## config.mk

```make
export PLATFORM = sky130hd
export DESIGN_NAME = i2c_bus_monitor_wb_flat
export DESIGN_NICKNAME = d
export VERILOG_FILES = /design/src/rtl/i2c_mon_pkg.sv /design/src/rtl/i2c_bus_monitor_wb_if.sv /design/src/rtl/i2c_mon_fifo.sv /design/src/rtl/i2c_bus_monitor_wb.sv /design/src/flat_wrapper.sv
export SDC_FILE = /design/constraint.sdc
export NUM_CORES = 1
export LEC_CHECK = 0
export BUFFER_PORTS_ARGS = -buffer_cell sky130_fd_sc_hd__buf_2
export CORE_MARGIN = 3
export CORE_UTILIZATION = 66
export DETAILED_ROUTE_END_ITERATION = 6
export HOLD_SLACK_MARGIN = 0.12
export PLACE_DENSITY = 0.93
export SLEW_MARGIN = 20
export SYNTH_ARGS = -nofsm -noshare
export SYNTH_HDL_FRONTEND = slang
export SYNTH_SLANG_ARGS = --single-unit
export TNS_END_PERCENT = 100
```

## constraint.sdc

```tcl
create_clock -name clk_i -period 5.55 [get_ports clk_i]
set_clock_uncertainty 0.15 [all_clocks]
set_input_delay 0.8325 -clock clk_i [delete_from_list [all_inputs] [get_ports clk_i]]
set_output_delay 0.8325 -clock clk_i [all_outputs]
set_load 0.03 [all_outputs]
```

## src/rtl/i2c_mon_pkg.sv

```systemverilog
// rtl/i2c_mon_pkg.sv - register map, FSM states and capture record shared by the I2C bus monitor
package i2c_mon_pkg;

  localparam logic [1:0] ADR_CSR   = 2'd0;
  localparam logic [1:0] ADR_DATA  = 2'd1;
  localparam logic [1:0] ADR_STAT  = 2'd2;
  localparam logic [1:0] ADR_LEVEL = 2'd3;

  localparam int CSR_EN = 7;
  localparam int CSR_IE = 6;
  localparam logic [7:0] CSR_MASK = 8'hCF;

  localparam int STAT_EMPTY = 7;
  localparam int STAT_FULL  = 6;
  localparam int STAT_OVF   = 5;
  localparam int STAT_FIRST = 1;
  localparam int STAT_NACK  = 0;

  localparam logic [1:0] ST_IDLE = 2'd0;
  localparam logic [1:0] ST_BYTE = 2'd1;
  localparam logic [1:0] ST_ACK  = 2'd2;

  typedef struct packed {
    logic       first;
    logic       nack;
    logic [7:0] data;
  } mon_rec_t;

  function automatic logic maj3(input logic [2:0] v);
    return (v[0] & v[1]) | (v[0] & v[2]) | (v[1] & v[2]);
  endfunction

endpackage

```

## src/rtl/i2c_bus_monitor_wb_if.sv

```systemverilog
// rtl/i2c_bus_monitor_wb_if.sv - Wishbone register port of the I2C bus monitor
interface i2c_bus_monitor_wb_if;

  logic       cyc_i;
  logic       stb_i;
  logic       we_i;
  logic [1:0] adr_i;
  logic [7:0] dat_i;
  logic [7:0] dat_o;
  logic       ack_o;

  modport slave (
    input  cyc_i, stb_i, we_i, adr_i, dat_i,
    output dat_o, ack_o
  );

  modport master (
    output cyc_i, stb_i, we_i, adr_i, dat_i,
    input  dat_o, ack_o
  );

endinterface

```

## src/rtl/i2c_mon_fifo.sv

```systemverilog
// rtl/i2c_mon_fifo.sv - synchronous capture FIFO; a pop on a full FIFO frees room for a same-cycle push
module i2c_mon_fifo #(
  parameter int  DEPTH = 16,
  parameter type T     = logic [7:0]
) (
  input  logic                     clk,
  input  logic                     rst,
  input  logic                     push,
  input  T                         wdata,
  input  logic                     pop,
  output T                         rdata,
  output logic                     full,
  output logic                     empty,
  output logic [$clog2(DEPTH):0]   level
);

  localparam int AW = $clog2(DEPTH);
  localparam int LW = AW + 1;

  T             mem [DEPTH];
  logic [AW-1:0] wptr;
  logic [AW-1:0] rptr;
  logic          do_pop;
  logic          do_push;

  assign empty   = (level == '0);
  assign full    = (level == LW'(DEPTH));
  assign do_pop  = pop & ~empty;
  assign do_push = push & (~full | do_pop);
  assign rdata   = mem[rptr];

  always_ff @(posedge clk) begin
    if (do_push) mem[wptr] <= wdata;
  end

  always_ff @(posedge clk) begin
    if (rst) begin
      wptr  <= '0;
      rptr  <= '0;
      level <= '0;
    end else begin
      if (do_push) wptr <= wptr + AW'(1);
      if (do_pop)  rptr <= rptr + AW'(1);
      case ({do_push, do_pop})
        2'b10:   level <= level + LW'(1);
        2'b01:   level <= level - LW'(1);
        default: level <= level;
      endcase
    end
  end

endmodule

```

## src/rtl/i2c_bus_monitor_wb.sv

```systemverilog
// rtl/i2c_bus_monitor_wb.sv - passive I2C byte capture with Wishbone readout; I2C_MON_GLITCH_FILTER_EN adds a majority filter
module i2c_bus_monitor_wb
  import i2c_mon_pkg::*;
#(
  parameter int NUM_BUSES  = 1,
  parameter int FIFO_DEPTH = 16
) (
  input  logic                 clk_i,
  input  logic                 rst_i,
  i2c_bus_monitor_wb_if.slave  wb,
  output logic                 irq_o,
  input  logic [NUM_BUSES-1:0] scl_i,
  input  logic [NUM_BUSES-1:0] sda_i
);

  localparam int LW = $clog2(FIFO_DEPTH) + 1;

  logic [7:0] csr;
  logic       ovf;
  logic       en;
  logic       ie;
  logic [3:0] bus_sel;

  assign en      = csr[CSR_EN];
  assign ie      = csr[CSR_IE];
  assign bus_sel = csr[3:0];

  logic wb_req;
  logic wb_wr;
  logic wb_rd;
  logic csr_wr;
  logic pop;

  assign wb_req = wb.cyc_i & wb.stb_i & ~wb.ack_o;
  assign wb_wr  = wb_req & wb.we_i;
  assign wb_rd  = wb_req & ~wb.we_i;
  assign csr_wr = wb_wr & (wb.adr_i == ADR_CSR);
  assign pop    = wb_rd & (wb.adr_i == ADR_DATA);

  // out-of-range selects fall back to bus 0 because no loop iteration matches
  logic scl_mux;
  logic sda_mux;
  always_comb begin
    scl_mux = scl_i[0];
    sda_mux = sda_i[0];
    for (int i = 1; i < NUM_BUSES; i++) begin
      if (int'(bus_sel) == i) begin
        scl_mux = scl_i[i];
        sda_mux = sda_i[i];
      end
    end
  end

  logic [1:0] scl_sync;
  logic [1:0] sda_sync;
  always_ff @(posedge clk_i) begin
    if (rst_i) begin
      scl_sync <= 2'b11;
      sda_sync <= 2'b11;
    end else begin
      scl_sync <= {scl_sync[0], scl_mux};
      sda_sync <= {sda_sync[0], sda_mux};
    end
  end

  logic scl_s;
  logic sda_s;
`ifdef I2C_MON_GLITCH_FILTER_EN
  logic [2:0] scl_flt;
  logic [2:0] sda_flt;
  always_ff @(posedge clk_i) begin
    if (rst_i) begin
      scl_flt <= 3'b111;
      sda_flt <= 3'b111;
    end else begin
      scl_flt <= {scl_flt[1:0], scl_sync[1]};
      sda_flt <= {sda_flt[1:0], sda_sync[1]};
    end
  end
  assign scl_s = maj3(scl_flt);
  assign sda_s = maj3(sda_flt);
`else
  assign scl_s = scl_sync[1];
  assign sda_s = sda_sync[1];
`endif

  logic scl_d;
  logic sda_d;
  always_ff @(posedge clk_i) begin
    if (rst_i) begin
      scl_d <= 1'b1;
      sda_d <= 1'b1;
    end else begin
      scl_d <= scl_s;
      sda_d <= sda_s;
    end
  end

  logic start_det;
  logic stop_det;
  logic scl_rise;
  assign start_det = scl_s & scl_d & sda_d & ~sda_s;
  assign stop_det  = scl_s & scl_d & ~sda_d & sda_s;
  assign scl_rise  = scl_s & ~scl_d;

  logic [1:0] state;
  logic [2:0] bit_cnt;
  logic [7:0] shreg;
  logic       first;
  logic       push;
  mon_rec_t   push_rec;

  assign push     = en & ~csr_wr & ~start_det & ~stop_det & (state == ST_ACK) & scl_rise;
  assign push_rec = '{first: first, nack: sda_s, data: shreg};

  always_ff @(posedge clk_i) begin
    if (rst_i) begin
      state   <= ST_IDLE;
      bit_cnt <= 3'd0;
      shreg   <= 8'h00;
      first   <= 1'b0;
    end else if (!en || csr_wr) begin
      state <= ST_IDLE;
    end else if (stop_det) begin
      state <= ST_IDLE;
    end else if (start_det) begin
      state   <= ST_BYTE;
      bit_cnt <= 3'd0;
      first   <= 1'b1;
    end else begin
      case (state)
        ST_BYTE: begin
          if (scl_rise) begin
            shreg   <= {shreg[6:0], sda_s};
            bit_cnt <= bit_cnt + 3'd1;
            if (bit_cnt == 3'd7) state <= ST_ACK;
          end
        end
        ST_ACK: begin
          if (scl_rise) begin
            first   <= 1'b0;
            bit_cnt <= 3'd0;
            state   <= ST_BYTE;
          end
        end
        default: state <= ST_IDLE;
      endcase
    end
  end

  mon_rec_t        head;
  logic            full;
  logic            empty;
  logic [LW-1:0]   level;

  i2c_mon_fifo #(
    .DEPTH (FIFO_DEPTH),
    .T     (mon_rec_t)
  ) u_fifo (
    .clk   (clk_i),
    .rst   (rst_i),
    .push  (push),
    .wdata (push_rec),
    .pop   (pop),
    .rdata (head),
    .full  (full),
    .empty (empty),
    .level (level)
  );

  logic [7:0] stat;
  logic [7:0] rd_data;
  always_comb begin
    stat             = 8'h00;
    stat[STAT_EMPTY] = empty;
    stat[STAT_FULL]  = full;
    stat[STAT_OVF]   = ovf;
    stat[STAT_FIRST] = ~empty & head.first;
    stat[STAT_NACK]  = ~empty & head.nack;
    case (wb.adr_i)
      ADR_CSR:  rd_data = csr;
      ADR_DATA: rd_data = empty ? 8'h00 : head.data;
      ADR_STAT: rd_data = stat;
      default:  rd_data = 8'(level);
    endcase
  end

  always_ff @(posedge clk_i) begin
    if (rst_i) begin
      csr      <= 8'h00;
      ovf      <= 1'b0;
      wb.ack_o <= 1'b0;
      wb.dat_o <= 8'h00;
      irq_o    <= 1'b0;
    end else begin
      wb.ack_o <= wb_req;
      wb.dat_o <= wb_rd ? rd_data : 8'h00;
      if (csr_wr) csr <= wb.dat_i & CSR_MASK;
      // a drop in the same cycle as a clear keeps the flag so the loss is never hidden
      if (push && full && !pop)
        ovf <= 1'b1;
      else if (wb_wr && wb.adr_i == ADR_STAT && wb.dat_i[STAT_OVF])
        ovf <= 1'b0;
      irq_o <= ie & (~empty | ovf);
    end
  end

endmodule

```

## src/flat_wrapper.sv

```systemverilog
// flat-port wrapper written by rule: the top's interface ports become plain ports
module i2c_bus_monitor_wb_flat import i2c_mon_pkg::*;
#(
  parameter int NUM_BUSES  = 1,
  parameter int FIFO_DEPTH = 16
)
  (clk_i, rst_i, irq_o, scl_i, sda_i, wb_cyc_i, wb_stb_i, wb_we_i, wb_adr_i, wb_dat_i, wb_dat_o, wb_ack_o);
  i2c_bus_monitor_wb_if wb_i ();
  input  logic clk_i;
  input  logic rst_i;
  output logic irq_o;
  input  logic [NUM_BUSES-1:0] scl_i;
  input  logic [NUM_BUSES-1:0] sda_i;
  input wire logic [$bits(wb_i.cyc_i)-1:0] wb_cyc_i;
  input wire logic [$bits(wb_i.stb_i)-1:0] wb_stb_i;
  input wire logic [$bits(wb_i.we_i)-1:0] wb_we_i;
  input wire logic [$bits(wb_i.adr_i)-1:0] wb_adr_i;
  input wire logic [$bits(wb_i.dat_i)-1:0] wb_dat_i;
  output wire logic [$bits(wb_i.dat_o)-1:0] wb_dat_o;
  output wire logic [$bits(wb_i.ack_o)-1:0] wb_ack_o;
  assign wb_i.cyc_i = wb_cyc_i;
  assign wb_i.stb_i = wb_stb_i;
  assign wb_i.we_i = wb_we_i;
  assign wb_i.adr_i = wb_adr_i;
  assign wb_i.dat_i = wb_dat_i;
  assign wb_dat_o = wb_i.dat_o;
  assign wb_ack_o = wb_i.ack_o;
  i2c_bus_monitor_wb #(.NUM_BUSES(NUM_BUSES), .FIFO_DEPTH(FIFO_DEPTH)) u_core (.clk_i(clk_i), .rst_i(rst_i), .wb(wb_i), .irq_o(irq_o), .scl_i(scl_i), .sda_i(sda_i));
endmodule
```

==> impl_metrics.yaml <==
placement:
  place_inst: 731
  placed_cell_area_mm2: 0.00892
  dp_hpwl_um: 12300
  io_buffers: 25
  gp_congestion: 0.910
clock_network:
  htree_levels: 1
  clk_latency_ns: 0.50
  clock-sinks: 214
  holdBufCountCts: 0
  path_clk_slew_ns: 0.06
  cts_tree: "done"
  cts_buffers: 21
  clockRootBuffer: "clkbuf_16"
  cts_setup_buffers: 0
  clk_path_buf_depth: 3
  ctsResizeCount: 0
final_layout:
  fin_util: 0.756
  final_common_cell: "edfxtp_1"
  fin_area_mm2: 0.00962
  final_cell_mix: "160 x edfxtp_1, 52 x dfxtp_1, 44 x nor2_1"
  area_growth_syn_to_layout_pct: 11.1
  drive_gt1_frac: 0.201
  stdcell_count: 769
  antenna_cells: 0
  finalNetCount: 611
sta:
  fmax_mhz: 235
  hold_slack_ns: 0.259
  finalSetupTns_ns: 0
  layout_worst_path_cycle_share: 0.767
  setup_violations: 0
  hold_viol_final: 0
  rsz0062_at_grt: "no"
  finalMaxSlewViolations: 0
  max-slew-margin-rel: 0.256
  fin_crit_ns: 4.26
  worst_pin_slew_ns: 1.11
synthesis:
  synth-compound-area-share: 0.0516
  synthAdderAreaFrac: 0.0173
  ys_ff_latch: 214
  synth_edf_count: 160
  ys_warn_count: 0
  synth_top_family_by_area: "multiplexers"
  syn_nets: 579
  netlist_area_mm2: 0.00866
  syn_avg_cell_area_um2: 15.7
  synth-simple-area-share: 0.0828
  yosys.cell_types.count: 61
  ys_async_sr_fraction: 0
  netlist_instances: 550
  ys_seq_area_frac: 0.680
  synth_xor_xnor_area_share: 0.0111
  synthMuxAreaShare: 0.136
  synth_flop_cell: "edfxtp_1"
setup_path:
  end_kind: "flip-flop"
  cp.required_ns: 5.74
  worstSetupPathType: "primary input to flip-flop"
  startpoint_type: "primary input"
  critical_path.max_fanout: 8
  worst-endpoint-arrival_ns: 4.45
global_routing:
  grt_overflow: 0
  grt_pass1_vias: 5509
  track_usage: 0.321
  grt_pass1_wl_um: 34300
  antenna_found_initial: 0
  grt_max_degree: 46
floorplan:
  core-area_mm2: 0.0127
  rows: 41
  die_x_um: 121
  io_pins: 27
  start_util: 0.681
  dieArea_mm2: 0.0145
  die_h_um: 121
power:
  peakVddDrop_uv: 214
  p_leak_nw: 3.39
  powerDensity_mw_per_mm2: 325
drt:
  drc: 2
  routed_wl_um: 22800
  ant_nets: 0
  vias: 5538
  drt_iter0_drc: 1363
  drt-wirelength-per-cell_um: 29.7
  viasPerCell: 7.20
  drtPass1Iterations: 7
hold_path:
  hold_path.class: "flip-flop to flip-flop"
flow_run:
  cap_violations: 0
status:
  status: "finished with violations"
  violations: "DRC"
==> cell type report <==
type / count / area, um^2
well taps: 172 / 215
clock buffers: 30 / 599
inverters: 10 / 37.5
multi-input cells: 301 / 2610
clock inverters: 8 / 80.1
flip-flops and latches: 214 / 5890
repair buffers: 34 / 193
fillers: 648 / 3100
==> per-stage QoR <==
| stage | setup slack (ns) | power, mW |
|---|---|---|
| 2_1_floorplan | 1.81 | 1.76 |
| 3_3_place_gp | 1.58 | 1.77 |
| 3_5_place_dp | 1.32 | 1.77 |
| 4_1_cts | 1.45 | 3.12 |
| 5_1_grt | 1.19 | 3.19 |
| 6_report | 1.29 | 3.13 |
==> cell families after synthesis <==
group	Yosys count
and+or+nand+nor	140
adders and majority gates	12
AOI/OAI and AO/OA	64
xor gates and xnor gates	11
muxes	74
DFF	214
buffers and inverters	35
==> sequential cells by signal (all words and copies together), names as in the netlist, 2 cells and up, named ones only <==
register             flops
u_core.u_fifo.mem      160
u_core.shreg             8
u_core.wb.dat_o          8
u_core.csr               6
u_core.u_fifo.level      5
u_core.u_fifo.rptr       4
u_core.u_fifo.wptr       4
u_core.bit_cnt           3
u_core.scl_sync          2
u_core.sda_sync          2
u_core.state             2
==> final timing paths <==
check	from	endpoint	slack, ns	cells after the start
worst max-delay path	wb_stb_i	u_core.u_fifo.level[4]	1.29	13
worst min register to register	u_core.sda_sync[0]	u_core.sda_sync[1]	0.26	1
worst min-delay path	u_core.sda_sync[0]	u_core.sda_sync[1]	0.26	1
worst max register to register	u_core.wb.ack_o	u_core.u_fifo.level[4]	1.33	12
==> routing by layer <==
layer / vias to the layer above / GRT usage / part of all wire
li1: 2186 / - / -
met1: 2677 / 0.394 / 0.33
met3: 147 / 0.0795 / 0.12
met4: 0 / 0.172 / 0.070
met5: - / 0 / 0
met2: 528 / 0.531 / 0.48
==> Yosys cell counts, types with 3 or more instances <==
cell type,n,share of area
a21oi_1,20,0.012
a222oi_1,3,0.0035
a22oi_1,7,0.0061
and2_1,4,0.0029
and3_1,5,0.0036
buf_2,5,0.0029
buf_4,4,0.0035
clkbuf_1,13,0.0056
dfxtp_1,54,0.12
edfxtp_1,160,0.55
ha_1,12,0.017
inv_1,10,0.0043
mux2_2,5,0.0065
mux2i_1,36,0.042
mux4_1,5,0.015
mux4_2,28,0.073
nand2_1,21,0.0091
nand2b_1,7,0.0051
nand3_1,11,0.0064
nand4_1,5,0.0036
nor2_1,51,0.022
nor2b_1,6,0.0043
nor3_1,8,0.0046
o21ai_0,10,0.0058
or2_2,6,0.0043
or3_1,3,0.0022
xnor2_1,5,0.0051
xor2_1,6,0.0061
==> power by group <==
group / total (mW) / internal (mW) / switching (mW)
clock network: 1.39 / 0.805 / 0.588
logic: 0.0326 / 0.0114 / 0.0212
registers: 1.70 / 1.70 / 0.00409
==> critical path: stages <==
cell	delay [ns]
buf_2	0.10
nand3b_1	0.23
o311ai_1	0.57
and3_1	0.47
inv_1	0.15
ha_1	0.33
xor2_1	0.20
ha_1	0.25
a21oi_1	0.36
o22ai_1	0.17
a222oi_1	0.51
or3_1	0.21
a21oi_1	0.07
Note: power is estimated with default switching activity, not from simulation.
